--- src/rtl/sseg_scan_mux.sv ---
// Four-digit multiplexed seven-segment driver with frame-synchronous, tear-free pattern updates.
// Captured data waits in a pending set and is promoted to the active set only at a frame wrap.
module sseg_scan_mux #(
  parameter int unsigned N = 18
) (
  input  logic       clk,
  input  logic       reset_n,
  input  logic       load,
  input  logic [7:0] in0,
  input  logic [7:0] in1,
  input  logic [7:0] in2,
  input  logic [7:0] in3,
  input  logic [3:0] blank,
  output logic [3:0] an,
  output logic [7:0] sseg,
  output logic       frame_start,
  output logic       pending
);

  logic [N-1:0]    q_q, q_d;
  logic [3:0][7:0] act_pat_q, act_pat_d;
  logic [3:0]      act_blank_q, act_blank_d;
  logic [3:0][7:0] pend_pat_q, pend_pat_d;
  logic [3:0]      pend_blank_q, pend_blank_d;
  logic            pending_q, pending_d;
  logic [3:0]      an_q, an_d;
  logic [7:0]      sseg_q, sseg_d;
  logic            frame_start_q, frame_start_d;

  logic [3:0][7:0] live_pat;
  logic            wrap;
  logic [1:0]      sel;
  logic [3:0]      onehot;

  assign live_pat = {in3, in2, in1, in0};
  assign wrap     = (q_q == {N{1'b1}});
  assign sel      = q_q[N-1 -: 2];

  always_comb begin
    q_d           = q_q + 1'b1;
    frame_start_d = wrap;
    act_pat_d     = act_pat_q;
    act_blank_d   = act_blank_q;
    pend_pat_d    = pend_pat_q;
    pend_blank_d  = pend_blank_q;
    pending_d     = pending_q;

    if (load) begin
      if (wrap) begin
        // A load on the wrap edge bypasses and discards anything pending.
        act_pat_d   = live_pat;
        act_blank_d = blank;
        pending_d   = 1'b0;
      end else begin
        pend_pat_d   = live_pat;
        pend_blank_d = blank;
        pending_d    = 1'b1;
      end
    end else if (wrap && pending_q) begin
      act_pat_d   = pend_pat_q;
      act_blank_d = pend_blank_q;
      pending_d   = 1'b0;
    end
  end

  // Output stage uses act_*_q: the wrap edge has already promoted the new set
  // by the time slot 0 of the next frame is registered.
  always_comb begin
    onehot = 4'b0001 << sel;
    if (act_blank_q[sel]) begin
      an_d   = 4'b1111;
      sseg_d = 8'hFF;
    end else begin
      an_d   = ~onehot;
      sseg_d = act_pat_q[sel];
    end
  end

  always_ff @(posedge clk or negedge reset_n) begin
    if (!reset_n) begin
      q_q           <= '0;
      act_pat_q     <= {4{8'hFF}};
      act_blank_q   <= 4'b1111;
      pend_pat_q    <= {4{8'hFF}};
      pend_blank_q  <= 4'b1111;
      pending_q     <= 1'b0;
      an_q          <= 4'b1111;
      sseg_q        <= 8'hFF;
      frame_start_q <= 1'b0;
    end else begin
      q_q           <= q_d;
      act_pat_q     <= act_pat_d;
      act_blank_q   <= act_blank_d;
      pend_pat_q    <= pend_pat_d;
      pend_blank_q  <= pend_blank_d;
      pending_q     <= pending_d;
      an_q          <= an_d;
      sseg_q        <= sseg_d;
      frame_start_q <= frame_start_d;
    end
  end

  assign an          = an_q;
  assign sseg        = sseg_q;
  assign frame_start = frame_start_q;
  assign pending     = pending_q;

endmodule

--- config.mk ---
export PLATFORM = sky130hd
export DESIGN_NAME = sseg_scan_mux
export DESIGN_NICKNAME = d
export VERILOG_FILES = /design/src/rtl/sseg_scan_mux.sv
export SDC_FILE = /design/constraint.sdc
export NUM_CORES = 1
export LEC_CHECK = 0
export CAP_MARGIN = 20
export CORE_MARGIN = 4
export CORE_UTILIZATION = 35
export DETAILED_ROUTE_END_ITERATION = 12
export GPL_TIMING_DRIVEN = 0
export SYNTH_ARGS = -nofsm -noshare
export SYNTH_HDL_FRONTEND = slang
export SYNTH_SLANG_ARGS = --single-unit
--- constraint.sdc ---
create_clock -name clk -period 6.3 [get_ports clk]
set_input_delay 1.26 -clock clk [delete_from_list [all_inputs] [get_ports clk]]
set_output_delay 1.26 -clock clk [all_outputs]
set_load 0.03 [all_outputs]
; Yosys cells after proc, flatten, opt, wreduce, memory -nomap -nowiden
; Cells that the tools add are included.
[totals]
ff_bits = 104
inputBits = 39
out_inout_bits = 14
elab_cells = 41
[op_classes]
n_addsub = 1
order_cmp = 1
n_eq_ne = 2
shift = 1
muxes = 15
bitwise_logic = 2
n_reduce_logical = 4
[op_table]
columns = cell, count
row1 = $mux 32, 3
row2 = $add 18x1->18 const B, 1
row3 = $eq 18x18->1 const B, 1
row4 = $bmux 8 s2, 1
row5 = $mux 4, 4
row6 = $mux 8, 2
row7 = $mux 1, 4
row8 = $not 4->4, 1
row9 = $reduce_and 2->1, 2
row10 = $shl 1x2->4 const A, 1
row11 = $lt 2x3->1 const B, 1
row12 = $bmux 1 s2, 1
row13 = $ne 2x1->1 const B, 1
row14 = $reduce_bool 2->1, 1
row15 = $logic_and 1x1->1, 1
row16 = $not 1->1, 1

; Depth between registers and ports, before layout
[logic_depth]
depth_word = 4
ltp_mapped = 7
depth_no_buf = 5

; Least setup slack after synthesis
; No wires, ideal clock.
[synth_path]
path_type = input -> register
from = input port load
to = register act_blank_q[1]
setup_time_ns = 0.082
t_arrival_ns = 2.582
path_slack_ns = 3.635
path_stages = 5
n_path_buf = 2
cell_sequence = clkbuf_1 nor2_1 nor3_4 buf_6 mux2_2
[synth_between]
elab_chain_cells = 2
word_cells_on_any_way = 4
classes_between = eq/ne: 1 / mux: 1 / reduce/logical: 2
[synth_lines]
columns = item, line_no
row1 = start: declaration, 8  ; input logic load,
row2 = $ne 2x1->1 (no line) or $reduce_bool 2->1 (tied branches), --
row3 = $reduce_and 2->1 (no line), --
row4 = end signal: assignment, 93  ; act_blank_q <= act_blank_d;
row5 = end: declaration, 22  ; logic [3:0] act_blank_q, act_blank_d;
; Parallel ways exist; a longest one is shown, timed or not.
; A chain may end at the register's enable or synchronous reset.

; Worst setup path in the final report
[layout_path]
from = register sseg_q[0], in the netlist sseg[0]
to = output port sseg[0]
[layout_lines]
columns = item, line_no
row1 = start: declaration, 27  ; logic [7:0] sseg_q, sseg_d;
row2 = start signal: assignment, 98  ; sseg_q <= sseg_d;
row3 = end: declaration, 15  ; output logic [7:0] sseg,
; No word-level cell between the ends.

==> reports/results.tsv <==
metric	value	unit
run status	complete, no violations	
Core Area	12820	um^2
Slew headroom	56.14	%
DR WL/cell	16.08	um
Detail Placement HPWL	7045	um
# IOs	53	
final net count	485	
die width	123.3	um
Post-synth EDFFs	0	
initial drt markers	159	
Worst-path clk slew	0.07	ns
Filler cells	1190	
Leak Pwr	0.002300	uW
clk sink count	104	
busiest grt layer	met2	
number of remaining DRC errors	0	
Clock Skew	0.004332	ns
Post-Syn Area	4653	um^2
H-tree Lvls	3	
critical-path cell list	clkdlybuf4s50_1	
ratio of cells with drive above 1 in the final layout	38.00	%
achievable frequency	0.3580	GHz
cell at the slowest stage of the critical path	clkdlybuf4s50_1	
post-synth net total	422	
top-area cell type share of the netlist area	47.43	%
Buf/Inv on CP	1	
Async SR Flop Fraction	100.0	%
initial core utilization	36.28	%
clk buf depth	2	
Hold Crit Class	reg2reg	
Seq cells post-synth	104	
final hold vios	0	
P per Cell Area	252.3	nW/um^2
dominant cells by area after synthesis	dfstp_2 47%, dfrtp_1 11%, mux2_2 8.5%, o2bb2ai_1 6.8%, mux4_2 4.4%	
Total Neg Setup Slack	0	ns
Setup Buffers After CTS	0	
cell with the most instances after synthesis	dfstp_2	
Site Rows	41	
M2 GR Usage	20.90	%
chip height	123.3	um
Least-Margin Pin Slew	0.6578	ns
Worst EP arrival	1.53	ns
hold_ws	0.4761	ns
Core Util, Final	44.36	%
RSZ-0062 raised after global routing	no	
library cells used by synthesis	32	
first-pass GRT wire length	16220	um
most frequent cells after synthesis	84 x dfstp_2, 41 x nand2_1, 39 x inv_1	
drt pass-1 iters	4	
Seq/Total Area, Yosys	58.19	%
P&R area growth vs syn	22.26	%
gate count after technology mapping	382	
final WL	10000	um
Avg Vias per Cell	4.778	
top cell family by delay on the critical path	buffers and inverters	
worst vdd ir	0.1322	mV
Int Pwr	1107	uW
CTS tree	yes	
met1 GRT Util	19.87	%
leading area contributor after synthesis	dfstp_2	
Worst Setup Slack, final	3.507	ns
hold-fix buffer count after cts	0	
gr ovfl total	0	
crit share post-route	44.34	%
full die area	15200	um^2
CP max FO	1	
Ys Warns	0	
crit end category	output port	
Vias	2972	
largest net degree at the start of global routing	75	
Req. time, crit path	5.04	ns
antenna-violating nets left	0	
routability cong.	0.7742	
Avg Cell Area, Syn	12.18	um^2
all-layer global routing usage	14.12	%
routing usage on met3	3.614	%
Setup violations, final	0	
Sw Ratio	22.91	%
Tmin final	2.793	ns
critical path class	reg2out	
antenna violations before repair	0	
ant diodes	0	
pre-CTS setup slack	3.235	ns
crit path launch type	flop	
Crit path largest cell delay	0.66	ns
clk_lat worst skew	0.35	ns
Root Driver	clkbuf_16	
vias in the first global route	3113	
switching power	328.9	uW
Max Cap Viol	0	
post_cts resized	0	
Primary FF master, synth	dfstp_2	
Slew Viols, Final	0	
combinational share of power	9.7	%
Buffers on Ports	51	
Clk pwr share	37.3	%
Flop pwr share	52.9	%
CTS buffer count	9	
[stage by stage]
step / cell area (um^2) / cells / power [uW]
finish: 5689 / 622 / 1436
global route: 5689 / 622 / 1499
CTS: 5689 / 622 / 1452
detailed placement: 5404 / 606 / 912.3
global placement: 5379 / 605 / 905.4
floorplan: 4653 / 382 / 838.5
[sequential cells by signal, summed over array words and instances, names as in the netlist]
name and cells:
sseg 8, an 4, pend_pat_q 32, act_pat_q 32
q_q 18, frame_start 1, act_blank_q 4, pending 1
pend_blank_q 4
[final timing paths]
kind,start,end,slack [ns],cells past startpoint
max,sseg[0],sseg[0],3.51,1
min reg2reg,q_q[9],q_q[9],0.48,1
min,q_q[9],q_q[9],0.48,1
max in group asynchronous,reset_n,pend_pat_q[23],4.73,2
min in group asynchronous,reset_n,pend_pat_q[20],1.14,1
max reg2reg,q_q[0],act_pat_q[17],3.94,7
[final cells by class]
class,count,area [um^2],share of cell area (%)
clock buffers,13,270.3,4.750
flip-flops and latches,104,2708,47.59
well taps,172,215.2,3.783
multi-input cells,218,1688,29.67
plain buffers,21,111.4,1.957
repair buffers,52,535.5,9.413
inverters,39,146.4,2.573
clock inverters,3,15.01,0.2639
[power groups by stage]
stage               Combinational, uW  Clock [uW]  Sequential (uW)
floorplan                        65.1           0              773
global placement                  137           0              768
detailed placement                142           0              770
CTS                               143         549              760
global route                      157         578              765
finish                            140         536              760
[metal layers]
layer	vias to the layer above	share of wire [%]
met1	1478	49
met4	0	1.6
met2	45	45
li1	1439	-
met5	-	0
met3	10	4.0
[layout by cell type, fill, tap and decap left out, drive strengths merged, types with 4 or more instances in the layout]
master / count
buf: 14
clkbuf: 22
clkdlybuf4s50: 50
dfrtp: 20
dfstp: 84
inv: 39
mux2: 36
mux4: 9
nand2: 41
nand3: 8
nand4: 4
nor2: 9
o21ai: 36
o2bb2ai: 36
or2: 9
xnor2: 9
xor2: 7
[worst register-to-register path, cell delays in order, from the launching register on]
cell and delay, ns:
dfrtp_1 0.40, ha_1 0.22, and3_1 0.16, buf_2 0.15
nand3_2 0.23, nor3_4 0.55, buf_6 0.24, mux2_2 0.35
[cell families (layout without fill, tap and decap cells)]
| group | Yosys count | in the layout | share of synthesized area, % |
|---|---|---|---|
| fa+ha+maj | 1 | 1 | 0.2688 |
| flops | 104 | 104 | 58.19 |
| buf+inv | 60 | 128 | 5.539 |
| mux | 45 | 45 | 13.07 |
| xor+xnor | 16 | 16 | 3.012 |
| simple gates | 83 | 83 | 8.820 |
| compound gates | 73 | 73 | 11.11 |
Power figures use the tool's default switching activity.
